$ cat src/rtl/fb_writer.sv
// Pixel write front-end for the 64x64 LED panel framebuffer.
// Single-pixel requests arrive over valid/ready and are queued in a small FIFO.
// A registered output stage drains the FIFO onto the framebuffer write port.
// A full-screen clear sweeps every address with one latched colour, but only
// after all pixels accepted before it have been written.
module fb_writer #(
    parameter int WIDTH      = 64,
    parameter int HEIGHT     = 64,
    parameter int FIFO_DEPTH = 4,
    parameter int COLOR_W    = 4
) (
    input  logic               clk,
    input  logic               rst,
    input  logic               in_valid,
    output logic               in_ready,
    input  logic [5:0]         in_x,
    input  logic [5:0]         in_y,
    input  logic [COLOR_W-1:0] in_color,
    input  logic               clear_req,
    input  logic [COLOR_W-1:0] clear_color,
    output logic               fb_we,
    output logic [11:0]        fb_waddr,
    output logic [COLOR_W-1:0] fb_din,
    output logic               busy,
    output logic               clear_done,
    output logic               oob_err
);

    localparam int PTR_W = (FIFO_DEPTH > 1) ? $clog2(FIFO_DEPTH) : 1;
    localparam int CNT_W = PTR_W + 1;
    localparam logic [CNT_W-1:0] FIFO_FULL_CNT = CNT_W'(FIFO_DEPTH);
    localparam logic [6:0]       X_LIM         = 7'(WIDTH);
    localparam logic [6:0]       Y_LIM         = 7'(HEIGHT);
    localparam logic [11:0]      LAST_ADDR     = 12'hFFF;

    typedef struct packed {
        logic [5:0]         x;
        logic [5:0]         y;
        logic [COLOR_W-1:0] color;
    } pix_t;

    typedef enum logic {
        IDLE  = 1'b0,
        CLEAR = 1'b1
    } state_t;

    state_t             state;
    state_t             state_nxt;

    pix_t               fifo_mem [FIFO_DEPTH];
    pix_t               fifo_head;
    logic [PTR_W-1:0]   wr_ptr;
    logic [PTR_W-1:0]   rd_ptr;
    logic [CNT_W-1:0]   fifo_cnt;
    logic               fifo_empty;
    logic               fifo_full;

    logic               in_range;
    logic               accept;
    logic               push;
    logic               pop;
    logic               start_clear;
    logic               last_clear;

    logic               clear_pending;
    logic [COLOR_W-1:0] clr_color;

    assign fifo_empty = (fifo_cnt == '0);
    assign fifo_full  = (fifo_cnt == FIFO_FULL_CNT);
    assign fifo_head  = fifo_mem[rd_ptr];

    // in_ready is held low while reset is asserted, then follows FIFO space
    // and the clear sequencing so nothing slips in behind a pending clear.
    assign in_ready = rst && !fifo_full && !clear_pending && (state != CLEAR);

    // Out-of-range coordinates are accepted off the bus but never queued.
    assign in_range = ({1'b0, in_x} < X_LIM) && ({1'b0, in_y} < Y_LIM);
    assign accept   = in_valid && in_ready;
    assign push     = accept && in_range;

    assign busy = clear_pending || (state == CLEAR) || !fifo_empty || fb_we;

    // State register for the idle/clear sequencer.
    always_ff @(posedge clk or negedge rst) begin
        if (!rst) begin
            state <= IDLE;
        end else begin
            state <= state_nxt;
        end
    end

    // Next state plus per-cycle decode: drain pixels first, start the sweep
    // only once the FIFO is empty, and leave the sweep after address 4095.
    always_comb begin
        state_nxt   = state;
        pop         = 1'b0;
        start_clear = 1'b0;
        last_clear  = 1'b0;
        case (state)
            IDLE: begin
                if (!fifo_empty) begin
                    pop = 1'b1;
                end else if (clear_pending) begin
                    start_clear = 1'b1;
                    state_nxt   = CLEAR;
                end
            end
            CLEAR: begin
                if (fb_waddr == LAST_ADDR) begin
                    last_clear = 1'b1;
                    state_nxt  = IDLE;
                end
            end
            default: state_nxt = IDLE;
        endcase
    end

    // FIFO pointers and occupancy; a simultaneous push and pop keeps the count.
    always_ff @(posedge clk or negedge rst) begin
        if (!rst) begin
            wr_ptr   <= '0;
            rd_ptr   <= '0;
            fifo_cnt <= '0;
        end else begin
            if (push) begin
                wr_ptr <= wr_ptr + 1'b1;
            end
            if (pop) begin
                rd_ptr <= rd_ptr + 1'b1;
            end
            case ({push, pop})
                2'b10:   fifo_cnt <= fifo_cnt + 1'b1;
                2'b01:   fifo_cnt <= fifo_cnt - 1'b1;
                default: fifo_cnt <= fifo_cnt;
            endcase
        end
    end

    // FIFO storage holds only data, so it needs no reset.
    always_ff @(posedge clk) begin
        if (push) begin
            fifo_mem[wr_ptr] <= '{x: in_x, y: in_y, color: in_color};
        end
    end

    // Clear request flag: set once, cleared when the sweep begins; repeats
    // while a clear is pending or running are dropped.
    always_ff @(posedge clk or negedge rst) begin
        if (!rst) begin
            clear_pending <= 1'b0;
        end else if (start_clear) begin
            clear_pending <= 1'b0;
        end else if (clear_req && !clear_pending && (state != CLEAR)) begin
            clear_pending <= 1'b1;
        end
    end

    // Fill colour is captured only by the request that actually arms a clear.
    always_ff @(posedge clk) begin
        if (clear_req && !clear_pending && (state != CLEAR) && !start_clear) begin
            clr_color <= clear_color;
        end
    end

    // Registered write port. During the sweep fb_waddr itself is the address
    // counter: it starts at 0 and steps once per cycle up to 4095.
    always_ff @(posedge clk or negedge rst) begin
        if (!rst) begin
            fb_we      <= 1'b0;
            fb_waddr   <= '0;
            fb_din     <= '0;
            clear_done <= 1'b0;
            oob_err    <= 1'b0;
        end else begin
            fb_we      <= 1'b0;
            clear_done <= 1'b0;
            oob_err    <= accept && !in_range;
            if (start_clear) begin
                fb_we    <= 1'b1;
                fb_waddr <= '0;
                fb_din   <= clr_color;
            end else if (state == CLEAR) begin
                if (last_clear) begin
                    clear_done <= 1'b1;
                end else begin
                    fb_we    <= 1'b1;
                    fb_waddr <= fb_waddr + 1'b1;
                    fb_din   <= clr_color;
                end
            end else if (pop) begin
                fb_we    <= 1'b1;
                fb_waddr <= {fifo_head.y, fifo_head.x};
                fb_din   <= fifo_head.color;
            end
        end
    end

endmodule
$ cat config.mk
export PLATFORM = sky130hd
export DESIGN_NAME = fb_writer
export DESIGN_NICKNAME = d
export VERILOG_FILES = /design/src/rtl/fb_writer.sv
export SDC_FILE = /design/constraint.sdc
export NUM_CORES = 1
export LEC_CHECK = 0
export ABC_AREA = 1
export CAP_MARGIN = 20
export CORE_MARGIN = 2
export CORE_UTILIZATION = 28
export DETAILED_ROUTE_END_ITERATION = 8
export GPL_ROUTABILITY_DRIVEN = 0
export PLACE_DENSITY = 0.53
export SYNTH_ARGS = -nofsm -noshare
export SYNTH_HDL_FRONTEND = slang
export SYNTH_SLANG_ARGS = --single-unit
$ cat constraint.sdc
create_clock -name clk -period 4.7 [get_ports clk]
set_input_delay 1.41 -clock clk [delete_from_list [all_inputs] [get_ports clk]]
set_output_delay 1.41 -clock clk [all_outputs]
set_load 0.02 [all_outputs]
# Word level (Yosys, flattened, before mapping)
# Memory sizes are Yosys's and may differ from the RTL's.
# Index checks and enable logic that the tools add are counted.
dict set report totals {
  reg_bits 31
  ram_bits 64
  wordCells 70
  mem_count 1
  input_bits 24
}
dict set report op_classes {
  n_eq_ne 5
  n_addsub 5
  n_bitwise 1
  muxes 29
  n_reduce_logical 19
}
# memory words width rd rd_ports_with_merged_regs wr line_no
set mem_list {}
lappend mem_list {fifo_mem 4 16 1 0 1 50} ;# pix_t fifo_mem [FIFO_DEPTH];
# op count
set ops {}
lappend ops {{$mux W12} 4}
lappend ops {{$mux W1} 19}
lappend ops {{$mux W4} 4}
lappend ops {{$add A12 B1 Y12 const B} 1}
lappend ops {{$eq A12 B12 Y1 const B} 1}
lappend ops {{$logic_and A1 B1 Y1} 7}
lappend ops {{$pmux W3 S2} 1}
lappend ops {{$add A2 B1 Y2 const B} 2}
lappend ops {{$logic_not A1 Y1} 4}
lappend ops {{$reduce_bool A2 Y1} 2}
lappend ops {{$add A3 B1 Y3 const B} 1}
lappend ops {{$eq A3 B3 Y1 const B} 1}
lappend ops {{$logic_not A3 Y1} 1}
lappend ops {{$logic_or A1 B1 Y1} 3}
lappend ops {{$ne A3 B3 Y1 const B} 1}
lappend ops {{$reduce_bool A3 Y1} 1}
lappend ops {{$sub A3 B1 Y3 const B} 1}
lappend ops {{$eq A2 B1 Y1 const B} 1}
lappend ops {{$eq A2 B2 Y1 const B} 1}
lappend ops {{$pmux W1 S2} 1}
lappend ops {{$reduce_and A2 Y1} 1}
lappend ops {{$not A1 Y1} 1}

# Depth between registers and ports, before layout
dict set report logic_depth {
  word_depth 8
  depth_mapped 11
  mapped_depth_nobuf 10
}

# Worst setup path before layout
# Ideal clock, no wire load.
dict set report synth_timing {
  kind {input port to flip-flop}
  from {input rst}
  to {memory fifo_mem[0][0] (netlist name), enable pin}
  setup_time_ns 0.389
  t_arrival_ns 2.894
  path_buffers 0
  path_slack_ns 1.418
  stages 4
  required_ns 4.311
  cell_sequence {nand3_1 a21oi_1 nand2_1 nor2_1}
}
dict set report synth_via {
  elab_chain_cells 6
}
# item line_no
set synth_rtl {}
lappend synth_rtl {{start, declared} 13} ;# input logic rst,
lappend synth_rtl {{$logic_and A1 B1 Y1 (3 in series)} 74} ;# assign in_ready = rst && !fifo_full && !clear_pending && (state != CLEAR);
lappend synth_rtl {{net in_ready} 15} ;# output logic in_ready,
lappend synth_rtl {{$logic_and A1 B1 Y1} 78} ;# assign accept = in_valid && in_ready;
lappend synth_rtl {{$mux W1} 141} ;# if (push) begin
lappend synth_rtl {{$mux W1 (implied by the code)} 142} ;# fifo_mem[wr_ptr] <= '{x: in_x, y: in_y, color: in_color};
lappend synth_rtl {{end, declared} 50}
# The timed path passes the listed nets, and every way through them passes these cells.

# Final worst setup path
dict set report layout_timing {
  from {input rst}
  to {output in_ready}
}
dict set report layout_via {
  elab_chain_cells 3
}
# item line_no
set layout_rtl {}
lappend layout_rtl {{$logic_and A1 B1 Y1 (3 in series)} 74}
lappend layout_rtl {{end, declared} 15}
# Every way passes these cells.

==> metrics.txt <==
status=completed; drt first-iter violations=about 160; clock network fraction of design power=0.414; Post-CTS Setup Inserts=0; PD cells=around 310 mW/mm^2; crit-path cells=clkdlybuf4s50_1, nand3_1, a21oi_1, clkdlybuf4s50_1; mapped cell area=about 0.0043 mm^2; layout cell share with drive strength beyond 1=0.05930; xor/xnor share of the synthesized area=0.008161; Slew Viols, Final=0; Sink Count=95; Final TNS setup=0 ns; hold bufs inserted after CTS=0; Antenna Nets Post-Route=0; GRT Residual Overflow=0; top cell type by total area after synthesis=edfxtp_1; initial core utilization=0.2845; core footprint=0.01509 mm^2; synth warn=0; Worst VDD drop=~0.16 mV; post-synthesis mux area share=0; register area share after synthesis=0.6331; die height=between 100 and 150 um; Synth cell types=27; Multi-input gate area=about 0.0013 mm^2; Fmax=239.7 MHz; most used cell, CP=clkdlybuf4s50_1; Net Sw Frac=0.1983; crit path kind=input port to output pin; first-pass GRT wire length=about 15000 um; Clock Path Buffers=2; Post-layout nets=between 500 and 600; Synth Area in Adders=0.02215; GRT Total Usage=0.1199; final setup vio count=0; gr busiest metal=met2; CP top delay family=buffers and inverters; slew margin rel.=0.4840; Worst-Skew Late Latency=around 0.34 ns; Critical Path AT=2.76 ns; cells after synthesis=around 440; Final Hold Vio Count=0; CP required=around 3.3 ns; width of the die=between 100 and 150 um; WP buf/inv=2; grt met2 use=0.2010; CTS buffer count=9; Vias per Instance=~4.5; Hold WC Path Type=flip-flop to flip-flop; final worst slack=0.5289 ns; Post-Syn Nets=around 470; simple logic cell fraction of the synthesized area=0.2454; FF+latch area=0.002718 mm^2; H-tree depth=3; DRC=0; # diodes=0; met3 usage in global routing=0.02796; Area contributors post-synth=edfxtp_1 (48%), dfrtp_1 (16%), nand2_1 (14%), nand3_1 (6.2%), inv_1 (3.3%); final worst path period need=approximately 4.2 ns; CTS clk-pin slew, worst paths=roughly 0.060 ns; Comb pwr share=0.020; Std-Cell Rows=45; unrepaired setup endpoints after global routing=no; clock root buffer=clkbuf_16; # resized after CTS=0; number of max-cap violations=0; dpl ws=roughly 0.52 ns; slowest CP cell=clkdlybuf4s50_1; CTS tree=done; Die Area=about 0.016 mm^2; skew final=0.006568 ns; Total Power=between 1.5 and 2 mW; met1 GRT Util=0.1534; largest net degree at the start of global routing=35; IO buf count=43; count of state elements after synthesis=95; Pre-antenna DRT Iters=4; most frequent cells in the layout=nand2_1 (155), edfxtp_1 (68), nand3_1 (53), clkdlybuf4s50_1 (43), inv_1 (38); Fillers=approximately 1500; CP max FO=2; most common cell after layout, fill and taps aside=nand2_1; Startpoint Class=input port; post-synthesis compound-gate area fraction=0.03119; main combinational cell family by area after synthesis=simple AND/OR/NAND/NOR gates; share of Yosys cell area claimed by the top area cell type=0.4757; Setup crit end kind=output pin; Hold Slack=0.4835 ns; Final period util=0.8875; leakage=between 2 and 2.5 nW; HPWL Detailed=a little over 6000 um; Pint=between 1 and 1.5 mW; initial antenna violation count=0; WL final=about 9300 um; DR vias=3032; syn_area_per_cell=slightly below 10 um^2; vias in the first global route=around 3000; Worst-Margin Slew=between 0.7 and 0.8 ns; Max stage delay on crit path=0.63 ns; synthesis-to-layout area growth=20.46%; Ports=45; Reg power frac=0.566; wire per inst=roughly 14 um; Psw=0.3149 mW
[through the flow]
step,utilization,instance area [um^2],std cells
floorplan,-,4293,441
global placement,0.3250,4903,661
detailed placement,0.3250,4903,661
CTS,0.3427,5171,677
global route,0.3427,5171,677
finish,0.3427,5171,677
[cells in the mapped netlist, drive strengths merged]
cell / count
o21ai: 21
xnor2: 1
buf: 16
dfrtp: 27
a21oi: 4
inv: 41
nand4: 4
conb: 1
a41oi: 1
nand2: 156
edfxtp: 68
nand3: 55
nor2: 30
ha: 6
fa: 1
xor2: 3
nand3b: 3
or2: 2
clkbuf: 1
[final timing paths]
check / startpoint / to / slack, ns / depth (start not counted)
setup reg to reg: state / fifo_cnt[2] / 2.27 / 10
hold / removal: fb_din[3] / fb_din[3] / 0.48 / 2
min in group asynchronous: rst / fifo_cnt[0] / 1.49 / 2
setup / recovery: rst / in_ready / 0.53 / 4
hold reg to reg: fb_din[3] / fb_din[3] / 0.48 / 2
max in group asynchronous: rst / fb_waddr[3] / 2.94 / 2
[worst reg2reg max path: cells and delay by family, from the launching register on]
family / cells / cell delay (ns)
flip-flops: 1 / 0.60
adder cells (fa/ha/maj): 2 / 0.57
AND/OR/NAND/NOR: 2 / 0.36
AO/OA/AOI/OAI: 3 / 0.31
buffers and inverters: 2 / 0.30
XOR/XNOR: 1 / 0.15
[power by group through the flow]
stage	logic, mW	clock network [mW]	registers, mW
final	0.0315	0.658	0.899
after global routing	0.0345	0.711	0.898
after CTS	0.0325	0.677	0.899
after detailed placement	0.0325	0	0.916
after global placement	0.0314	0	0.916
after floorplan	0.00155	0	0.917
[logic make-up (layout without fill, tap and decap cells)]
logic type	Yosys count	after routing
AND/OR/NAND/NOR	250	250
buffers and inverters	58	106
XOR/XNOR	4	4
flip-flops	95	95
AO/OA/AOI/OAI	26	26
adder cells (fa/ha/maj)	7	7
other	1	1
[sequential cells by signal (all words and copies together), names as in the netlist]
signal	count
clear_done	1
clear_pending	1
clr_color	4
fb_din	4
fb_waddr	12
fb_we	1
fifo_cnt	3
fifo_mem	64
rd_ptr	2
state	1
wr_ptr	2
[metal layers]
metal	wire length [um]	vias up
li1	-	1528
met1	4355	1433
met2	4406	60
met3	367	11
met4	133	0
met5	0	-
[area by class of cell]
type	count	area share
flip-flops and latches	95	0.5255
multi-input cells	288	0.2555
repair buffers	49	0.09194
well taps	188	0.04549
clock buffers	10	0.04428
inverters	41	0.02976
clock inverters	6	0.007501
No activity file was read; power rests on OpenSTA's default activity.
